File: config.mk
export PLATFORM = sky130hd
export DESIGN_NAME = f_fetch_stage_flat
export DESIGN_NICKNAME = d
export VERILOG_FILES = /design/src/rtl/f_fetch_stage_if.sv /design/src/rtl/f_fetch_stage.sv /design/src/flat_wrapper.sv
export SDC_FILE = /design/constraint.sdc
export NUM_CORES = 1
export LEC_CHECK = 0
export CORE_MARGIN = 1
export CORE_UTILIZATION = 23
export DETAILED_ROUTE_END_ITERATION = 10
export PLACE_DENSITY_LB_ADDON = 0.08
export SYNTH_ARGS = -nofsm -noshare
export SYNTH_HDL_FRONTEND = slang
export SYNTH_SLANG_ARGS = --single-unit
File: constraint.sdc
create_clock -name clk -period 2 [get_ports clk]
set_input_delay 0.3 -clock clk [delete_from_list [all_inputs] [get_ports clk]]
set_output_delay 0.3 -clock clk [all_outputs]
set_load 0.005 [all_outputs]
File: src/rtl/f_fetch_stage_if.sv
// Instruction-memory bus between the F stage (master) and the instruction memory (slave).
// The memory returns i_inst_rdata combinationally from i_inst_addr.
interface f_fetch_stage_if;
  logic [31:0] i_inst_addr;
  logic [31:0] i_inst_rdata;

  modport master (output i_inst_addr, input i_inst_rdata);
  modport slave  (input i_inst_addr, output i_inst_rdata);
endinterface

File: src/rtl/f_fetch_stage.sv
// F stage of the 5-stage MIPS pipeline: PC register, next-PC selection, AdEL fetch check.
// Optional feature macro F_FETCH_PERF_EN adds fetch_cnt/stall_cnt performance counters.
module f_fetch_stage #(
  parameter logic [31:0] RESET_PC   = 32'h0000_3000,
  parameter logic [31:0] EXC_ENTRY  = 32'h0000_4180,
  parameter logic [31:0] IMEM_BASE  = 32'h0000_3000,
  parameter logic [31:0] IMEM_LIMIT = 32'h0000_6ffc
) (
  input  logic              clk,
  input  logic              reset,
  input  logic              Req,
  input  logic              en,
  input  logic              branch_taken_D,
  input  logic [31:0]       branch_target_D,
  input  logic              is_branch_D,
  input  logic              eret_D,
  input  logic [31:0]       EPC,
  f_fetch_stage_if.master   imem,
  output logic [31:0]       Instr_F,
  output logic [31:0]       PC_F,
  output logic [4:0]        ExcCode_F,
  output logic              bd_F
`ifdef F_FETCH_PERF_EN
  ,
  output logic [31:0]       fetch_cnt,
  output logic [31:0]       stall_cnt
`endif
);

  localparam logic [4:0] EXC_ADEL = 5'd4;

  logic [31:0] pc_q;
  logic [31:0] pc_next;
  logic        adel;

  // Req outranks a stall so an exception is never lost while the pipe is frozen.
  always_comb begin
    pc_next = pc_q + 32'd4;
    if (Req)                 pc_next = EXC_ENTRY;
    else if (!en)            pc_next = pc_q;
    else if (eret_D)         pc_next = EPC;
    else if (branch_taken_D) pc_next = branch_target_D;
  end

  always_ff @(posedge clk) begin
    if (reset) pc_q <= RESET_PC;
    else       pc_q <= pc_next;
  end

  assign adel = (pc_q[1:0] != 2'b00) | (pc_q < IMEM_BASE) | (pc_q > IMEM_LIMIT);

  assign imem.i_inst_addr = pc_q;
  assign PC_F             = pc_q;

  // An eret in D squashes the slot instruction, hiding any fetch fault it would raise.
  always_comb begin
    Instr_F   = imem.i_inst_rdata;
    ExcCode_F = 5'd0;
    bd_F      = is_branch_D & ~eret_D;
    if (eret_D) begin
      Instr_F   = 32'd0;
      ExcCode_F = 5'd0;
    end else if (adel) begin
      Instr_F   = 32'd0;
      ExcCode_F = EXC_ADEL;
    end
  end

`ifdef F_FETCH_PERF_EN
  always_ff @(posedge clk) begin
    if (reset) begin
      fetch_cnt <= 32'd0;
      stall_cnt <= 32'd0;
    end else if (!Req) begin
      if (en && !adel && !eret_D) fetch_cnt <= fetch_cnt + 32'd1;
      if (!en)                    stall_cnt <= stall_cnt + 32'd1;
    end
  end
`endif

endmodule

File: src/flat_wrapper.sv
// flat-port wrapper written by rule: the top's interface ports become plain ports
module f_fetch_stage_flat 
#(
  parameter logic [31:0] RESET_PC   = 32'h0000_3000,
  parameter logic [31:0] EXC_ENTRY  = 32'h0000_4180,
  parameter logic [31:0] IMEM_BASE  = 32'h0000_3000,
  parameter logic [31:0] IMEM_LIMIT = 32'h0000_6ffc
)
  (clk, reset, Req, en, branch_taken_D, branch_target_D, is_branch_D, eret_D, EPC, Instr_F, PC_F, ExcCode_F, bd_F, imem_i_inst_addr, imem_i_inst_rdata);
  f_fetch_stage_if imem_i ();
  input  logic clk;
  input  logic reset;
  input  logic Req;
  input  logic en;
  input  logic branch_taken_D;
  input  logic [31:0] branch_target_D;
  input  logic is_branch_D;
  input  logic eret_D;
  input  logic [31:0] EPC;
  output logic [31:0] Instr_F;
  output logic [31:0] PC_F;
  output logic [4:0] ExcCode_F;
  output logic bd_F;
  output wire logic [$bits(imem_i.i_inst_addr)-1:0] imem_i_inst_addr;
  input wire logic [$bits(imem_i.i_inst_rdata)-1:0] imem_i_inst_rdata;
  assign imem_i_inst_addr = imem_i.i_inst_addr;
  assign imem_i.i_inst_rdata = imem_i_inst_rdata;
  f_fetch_stage #(.RESET_PC(RESET_PC), .EXC_ENTRY(EXC_ENTRY), .IMEM_BASE(IMEM_BASE), .IMEM_LIMIT(IMEM_LIMIT)) u_core (.clk(clk), .reset(reset), .Req(Req), .en(en), .branch_taken_D(branch_taken_D), .branch_target_D(branch_target_D), .is_branch_D(is_branch_D), .eret_D(eret_D), .EPC(EPC), .imem(imem_i), .Instr_F(Instr_F), .PC_F(PC_F), .ExcCode_F(ExcCode_F), .bd_F(bd_F));
endmodule
==> results of run 1 <==
routing by layer:
metal  track usage, %  part of all wire [%]
met1            24.80                    42
met2            36.63                    51
met3            4.341                   6.5
met4            4.103                   1.0
met5                0                     0
layout make-up:
| class | count | share of cell area [%] |
|---|---|---|
| clock buffer | 6 | 2.408 |
| inverter | 7 | 0.4556 |
| sequential | 32 | 11.20 |
| multi-input combinational | 291 | 35.80 |
| tap | 172 | 3.732 |
| clock inverter | 2 | 0.1736 |
| timing repair buffer | 279 | 46.24 |
timing repair:
item                                    CTS  global route
gates cloned                              4             0
buffers inserted                          8             1
endpoints found under the setup margin   34            34
hold endpoints to repair                  0             0
gates resized for setup                 177            17
pin swaps                                16             8
worst min path at each step:
| stage | from | endpoint | slack, ns | cells past startpoint |
|---|---|---|---|---|
| after detailed placement | u_core.PC_F[8] | u_core.PC_F[8] | 0.65 | 2 |
| after global placement | u_core.PC_F[8] | u_core.PC_F[8] | 0.64 | 2 |
| final | en | u_core.PC_F[19] | 0.52 | 3 |
| after global routing | en | u_core.PC_F[19] | 0.59 | 3 |
| after CTS | en | u_core.PC_F[19] | 0.52 | 3 |
| after floorplan | branch_target_D[6] | u_core.PC_F[6] | 0.47 | 2 |
worst register-to-register path, cell delays in order, from the launching register on:
cell and delay (ns):
dfxtp_2 0.35, buf_4 0.15, and4_4 0.26, nand3_2 0.17, nor4b_2 0.37, mux2_1 0.37, a21oi_1 0.12
metrics by stage:
| step | util, % | worst slack (ns) | TNS (ns) | total power, mW |
|---|---|---|---|---|
| finish | 45.70 | -0.2226 | -4.775 | 2.485 |
| global route | 45.70 | -0.3096 | -7.849 | 2.617 |
| CTS | 45.31 | -0.2788 | -6.485 | 2.519 |
| detailed placement | 42.39 | -0.2800 | -7.239 | 1.549 |
| global placement | 42.39 | -0.3110 | -8.230 | 1.546 |
| floorplan | - | 0.2315 | 0 | 1.033 |
where the power goes:
part           internal, mW  switching [mW]
Sequential            0.665          0.0228
Clock                 0.491           0.290
Combinational         0.628           0.388
placed cells by master, fill, tap and decap left out, types with 3 or more instances in the layout:
| cell type | netlist | layout |
|---|---|---|
| nor3_1 | 8 | 7 |
| clkbuf_16 | 0 | 5 |
| nand3_1 | 8 | 7 |
| and2_1 | 4 | 4 |
| and3_1 | 36 | 19 |
| a31oi_1 | 5 | 4 |
| o31ai_1 | 5 | 5 |
| and4_4 | 4 | 4 |
| clkdlybuf4s50_1 | 0 | 165 |
| and3_4 | 0 | 17 |
| o22ai_1 | 6 | 6 |
| a22oi_1 | 14 | 14 |
| conb_1 | 1 | 4 |
| inv_1 | 7 | 7 |
| nand3b_1 | 3 | 3 |
| nor2_1 | 23 | 21 |
| buf_2 | 9 | 17 |
| buf_12 | 0 | 4 |
| a221oi_1 | 4 | 4 |
| o21ai_0 | 19 | 19 |
| nor4_1 | 9 | 7 |
| dfxtp_1 | 32 | 28 |
| mux2i_1 | 10 | 10 |
| a211oi_1 | 11 | 11 |
| dfxtp_2 | 0 | 4 |
| buf_6 | 0 | 24 |
| buf_4 | 38 | 65 |
| nand2_1 | 31 | 31 |
| buf_16 | 0 | 3 |
| nand4_1 | 6 | 6 |
| a21oi_1 | 15 | 14 |
| o21a_1 | 5 | 5 |
| a22o_1 | 8 | 8 |
| nand2b_1 | 3 | 3 |
cell families after synthesis:
kind of cell             after synthesis  share of synthesized area (%)
AO/OA/AOI/OAI                        117                          27.88
adder cells (fa/ha/maj)                1                         0.4192
buffers and inverters                 77                          14.84
flip-flops                            32                          21.47
multiplexers                          12                          4.109
other                                  1                         0.1257
AND/OR/NAND/NOR                      157                          31.15
==> summary.txt, run 1 <==
Power
  – Pwr dens: 431.0 mW/mm^2
  – Worst vdd ir: 0.2554 mV
  – Leak: 2.306 nW

Placed design
  – Dpl cells: 771
  – GP Congestion: 0.8202
  – Port Buf Inserts: 200
  – Placed inst area: 0.005349 sq mm
  – DP HPWL: 10560 um

Layout
  – Final non-filler cell area: 0.005767 sq mm
  – Layout cell share with drive strength beyond 1: 28.04%
  – Largest register FFs: 30
  – Antenna diode count: 0
  – Multi-input logic area: 0.002064 sq mm
  – Storage cell area: 645.6 sq um
  – Final non-filler cell total: 789
  – Fillers: 1274
  – Final #Nets: 720
  – Area growth, synth to finish: 93.25%

CTS
  – Total CTS buffers: 5
  – CTS tree: built
  – CTS sink cnt: 32
  – Htree depth: 2
  – Root Driver: clkbuf_16
  – Largest buffer count on any clock path: 2
  – Reg clk slew, reported paths: 0.06 ns
  – Clock Latency Late Sink: 0.28 ns
  – CTS Hold Bufs: 0

Logic synthesis
  – Synth top area cells: dfxtp_1 21%, buf_4 9.6%, and3_1 7.5%, nand2_1 3.9%, a22oi_1 3.5%
  – Synth Instances: 397
  – #FFs+latches synth: 32
  – Ys flop type: dfxtp_1
  – Most frequent cell after synthesis: buf_4
  – Post-Syn Area per Cell: 7.517 sq um
  – Distinct cells, synth: 62
  – Async SR Flop Fraction: 0%
  – Post-synthesis cell area: 0.002984 sq mm
  – Register area share after synthesis: 21.47%
  – Most frequent cells after synthesis: 38 x buf_4, 36 x and3_1, 32 x dfxtp_1, 31 x nand2_1, 23 x nor2_1
  – Synth warn: 0
  – Number of flops mapped to enable cells by yosys: 0
  – Yosys top cell area share: 21.47%
  – Synth area leader: dfxtp_1

Run status
  – Status: complete, but fails checks
  – Violated checks: setup timing

Timing
  – RSZ-0062 raised after global routing: true
  – Minimum clock period: 2.223 ns
  – Fmax achieved: 449.9 MHz
  – Setup Skew: 0.007474 ns
  – Final setup margin: -0.2226 ns
  – Hold_ws: 0.5157 ns
  – Max-slew violations: 0
  – Setup violations, final: 33
  – Final worst-path cycle share: 111.1%
  – Final hold violations: 0

Worst setup path
  – Max incr delay on CP: 0.33 ns
  – Required @ worst endpoint: 1.70 ns
  – R2r endpoint: u_core.PC_F[28]
  – CP arrival: 1.92 ns
  – Worst path slowest cell: dfxtp_2
  – Worst setup path endpoint: Instr_F[30]
  – CP cell instances: nor4_4 -> buf_4 -> nand3_4 -> nor2_4 -> buf_12 -> buf_12 -> buf_6 -> and3_4 -> buf_6
  – CP delay by family, top: simple AND/OR/NAND/NOR gates
  – WP depth: 9
  – Critical path type: flop to primary output
  – CP Buf/Inv Count: 5
  – Worst reg-to-reg setup slack: 0.15 ns
  – Critical Path Start: u_core.PC_F[21]
  – Crit Path Max Fanout: 4
  – Reg2Reg Depth: 6
  – FF-to-FF Start: u_core.PC_F[12]
  – Crit. End Element: primary output
  – Worst setup SP type: flop

Floorplanning
  – Die Width: 115.9 um
  – Initial Utilization: 23.65%
  – Die footprint: 0.01343 sq mm
  – Core footprint: 0.01262 sq mm
  – # IOs: 205
  – DIE HEIGHT: 115.9 um
  – Row count: 41

Drt
  – Initial drt markers: 160
  – Drc violations: 0
  – Router iterations before antenna repair: 4
  – Via/cell ratio: 5.003
  – Post-route ant nets: 0
  – Total Wirelength: 13680 um
  – Vias: 3947
  – Routed WL per cell: 17.34 um

GRT
  – GR Util All Layers: 20.35%
  – First-pass GRT wire length: 20910 um
  – Initial antenna violation count: 0
  – Largest net degree at the start of global routing: 31
  – Vias in the first global route: 3892
  – Total global routing overflow: 0

Run
  – Max-Cap Viols: 0

Hold path
  – Worst min path class: input port to flop
Note: power is estimated with default switching activity, not from simulation.
==> run 2: changes to the inputs <==
- SETUP_SLACK_MARGIN: not set -> 0.15
==> summary.txt, run 2 (synthesis results as in run 1) <==
Drt
  – Vias: 3966 (was 3947)
  – Total Wirelength: 13860 um (was 13680 um)
  – Drc violations: 0 (unchanged)
  – Post-route ant nets: 0 (unchanged)
  – Initial drt markers: 165 (was 160)
  – Routed WL per cell: 17.47 um (was 17.34 um)
  – Router iterations before antenna repair: 4 (unchanged)
  – Via/cell ratio: 5.001 (was 5.003)

Power
  – Reg power frac: 27.4% (was 27.7%)
  – Final Power: 2.514 mW (was 2.485 mW)
  – Worst vdd ir: 0.2579 mV (was 0.2554 mV)
  – Clock share of power: 31.2% (was 31.4%)
  – Internal: 1.800 mW (was 1.784 mW)
  – Sw Pwr: 0.7140 mW (was 0.7016 mW)
  – Logic pwr share: 41.4% (was 40.9%)
  – Sw Share: 28.40% (was 28.23%)
  – Pwr dens: 428.4 mW/mm^2 (was 431.0 mW/mm^2)
  – Leak: 2.425 nW (was 2.306 nW)

Worst setup path
  – CP delay by family, top: simple AND/OR/NAND/NOR gates (unchanged)
  – Worst setup SP type: flop (unchanged)
  – CP Buf/Inv Count: 6 (was 5)
  – Worst reg-to-reg setup slack: 0.23 ns (was 0.15 ns)
  – CP cell instances: nor4_4 -> buf_4 -> nand3_4 -> nor2_4 -> buf_12 -> buf_6 -> buf_6 -> buf_16 -> and3_4 -> buf_6 (was nor4_4 -> buf_4 -> nand3_4 -> nor2_4 -> buf_12 -> buf_12 -> buf_6 -> and3_4 -> buf_6)
  – Crit. End Element: primary output (unchanged)
  – Crit Path Max Fanout: 8 (was 4)
  – Worst path slowest cell: dfxtp_2 (unchanged)
  – Reg2Reg Depth: 6 (unchanged)
  – Required @ worst endpoint: 1.70 ns (about the same)
  – CP arrival: 2.02 ns (was 1.92 ns)
  – FF-to-FF Start: u_core.PC_F[12] (unchanged)
  – Critical path type: flop to primary output (unchanged)
  – CP most frequent cell: buf_6
  – Max incr delay on CP: 0.33 ns (about the same)
  – R2r endpoint: u_core.PC_F[27] (was u_core.PC_F[28])

Placed design
  – GP Congestion: 0.8202 (unchanged)
  – Port Buf Inserts: 200 (unchanged)
  – Dpl cells: 771 (unchanged)
  – DP HPWL: 10560 um (unchanged)

GRT
  – GR Util All Layers: 20.35% (unchanged)
  – Largest net degree at the start of global routing: 31 (unchanged)
  – Initial antenna violation count: 0 (unchanged)
  – Vias in the first global route: 3892 (unchanged)
  – First-pass GRT wire length: 20910 um (unchanged)
  – Total global routing overflow: 0 (unchanged)

CTS
  – Reg clk slew, reported paths: 0.06 ns (about the same)
  – Total CTS buffers: 5 (unchanged)
  – Clock Latency Late Sink: 0.28 ns (about the same)
  – CTS tree: built (unchanged)
  – Root Driver: clkbuf_16 (unchanged)
  – Htree depth: 2 (unchanged)
  – CTS Hold Bufs: 0 (unchanged)
  – Largest buffer count on any clock path: 2 (unchanged)
  – CTS sink cnt: 32 (unchanged)

Run status
  – Status: complete, but fails checks (unchanged)
  – Violated checks: setup timing (unchanged)

Layout
  – Most frequent cells in the layout: 164 x clkdlybuf4s50_1, 66 x buf_4, 31 x nand2_1, 25 x dfxtp_1, 24 x and3_1 (was 165 x clkdlybuf4s50_1, 65 x buf_4, 31 x nand2_1, 28 x dfxtp_1, 24 x buf_6)
  – Fillers: 1267 (was 1274)
  – Final non-filler cell total: 793 (was 789)
  – Largest register FFs: 30 (unchanged)
  – Final #Nets: 724 (was 720)
  – Antenna diode count: 0 (unchanged)
  – Commonest non-fill, non-tap cell in the layout: clkdlybuf4s50_1 (unchanged)
  – Area growth, synth to finish: 96.65% (was 93.25%)
  – Layout cell share with drive strength beyond 1: 29.31% (was 28.04%)

Timing
  – Setup Skew: 0.009057 ns (was 0.007474 ns)
  – Max-slew violations: 0 (unchanged)
  – Final worst-path cycle share: 115.8% (was 111.1%)
  – Setup violations, final: 33 (unchanged)
  – Final setup margin: -0.3154 ns (was -0.2226 ns)
  – Fmax achieved: 431.9 MHz (was 449.9 MHz)
  – RSZ-0062 raised after global routing: true (unchanged)
  – Final hold violations: 0 (unchanged)
  – Minimum clock period: 2.315 ns (was 2.223 ns)
  – Hold_ws: 0.5206 ns (was 0.5157 ns)

Floorplanning
  – Row count: 41 (unchanged)
  – DIE HEIGHT: 115.9 um (unchanged)
  – Initial Utilization: 23.65% (unchanged)
  – # IOs: 205 (unchanged)
  – Die footprint: 0.01343 sq mm (unchanged)
  – Die Width: 115.9 um (unchanged)
  – Core footprint: 0.01262 sq mm (unchanged)

Hold path
  – Worst Hold Endpoint: u_core.PC_F[19] (unchanged)
  – Worst Hold Path Cells: 3 (unchanged)
  – Beginning of the worst hold path: en (unchanged)
  – Worst min path class: input port to flop (unchanged)

Run
  – Max-Cap Viols: 0 (unchanged)
==> run 2: power groups by stage <==
stage	registers, mW	clock network (mW)	logic (mW)
3_5_place_dp	0.698	0	0.851
2_1_floorplan	0.715	0	0.318
3_3_place_gp	0.697	0	0.849
6_report	0.689	0.784	1.04
5_1_grt	0.691	0.830	1.12
4_1_cts	0.687	0.796	1.04
==> run 2: worst max-delay path by stage <==
stage,start,end,cells after the start
6_report,u_core.PC_F[21],Instr_F[2],10
2_1_floorplan,u_core.PC_F[9],u_core.PC_F[28],7
3_3_place_gp,u_core.PC_F[15],Instr_F[28],7
4_1_cts,u_core.PC_F[28],Instr_F[26],10
3_5_place_dp,u_core.PC_F[15],Instr_F[28],7
5_1_grt,u_core.PC_F[21],Instr_F[26],10
==> run 2: cell type report <==
class | count | area [sq um] | share of cell area [%]
clock inverter | 2 | 10.01 | 0.1706
multi-input combinational | 291 | 2133 | 36.35
clock buffer | 6 | 138.9 | 2.367
sequential | 32 | 649.4 | 11.07
tap | 172 | 215.2 | 3.667
inverter | 7 | 26.28 | 0.4478
timing repair buffer | 283 | 2695 | 45.93
==> run 2: repair_timing <==
item	4_1_cts	5_1_grt
setup endpoints to repair	36	47
buffers inserted	8	2
pin swaps	16	9
gates resized for setup	178	25
gates cloned	4	0
==> run 2: metal layers <==
metal / up-vias / share of wire [%] / GRT usage [%]
met5: - / 0 / 0
met3: 8 / 6.3 / 4.341
met4: 0 / 1.0 / 4.103
met1: 1901 / 42 / 24.80
met2: 144 / 51 / 36.63
li1: 1913 / - / -
==> run 2: worst reg2reg max path, cell delays in order, from the launching register on <==
cell,delay (ns)
dfxtp_2,0.35
buf_4,0.14
and4_4,0.27
nand4_4,0.22
nor4_4,0.40
a221oi_1,0.08
a211oi_1,0.21
==> run 2: through the flow <==
step | TNS [ns] | util [%] | setup WS [ns] | instance area (sq um)
floorplan | 0 | - | 0.2315 | 2995
global placement | -8.230 | 42.39 | -0.3110 | 5349
detailed placement | -7.239 | 42.39 | -0.2800 | 5349
CTS | -6.485 | 45.38 | -0.2788 | 5727
global route | -10.34 | 46.50 | -0.3982 | 5868
finish | -7.465 | 46.50 | -0.3154 | 5868
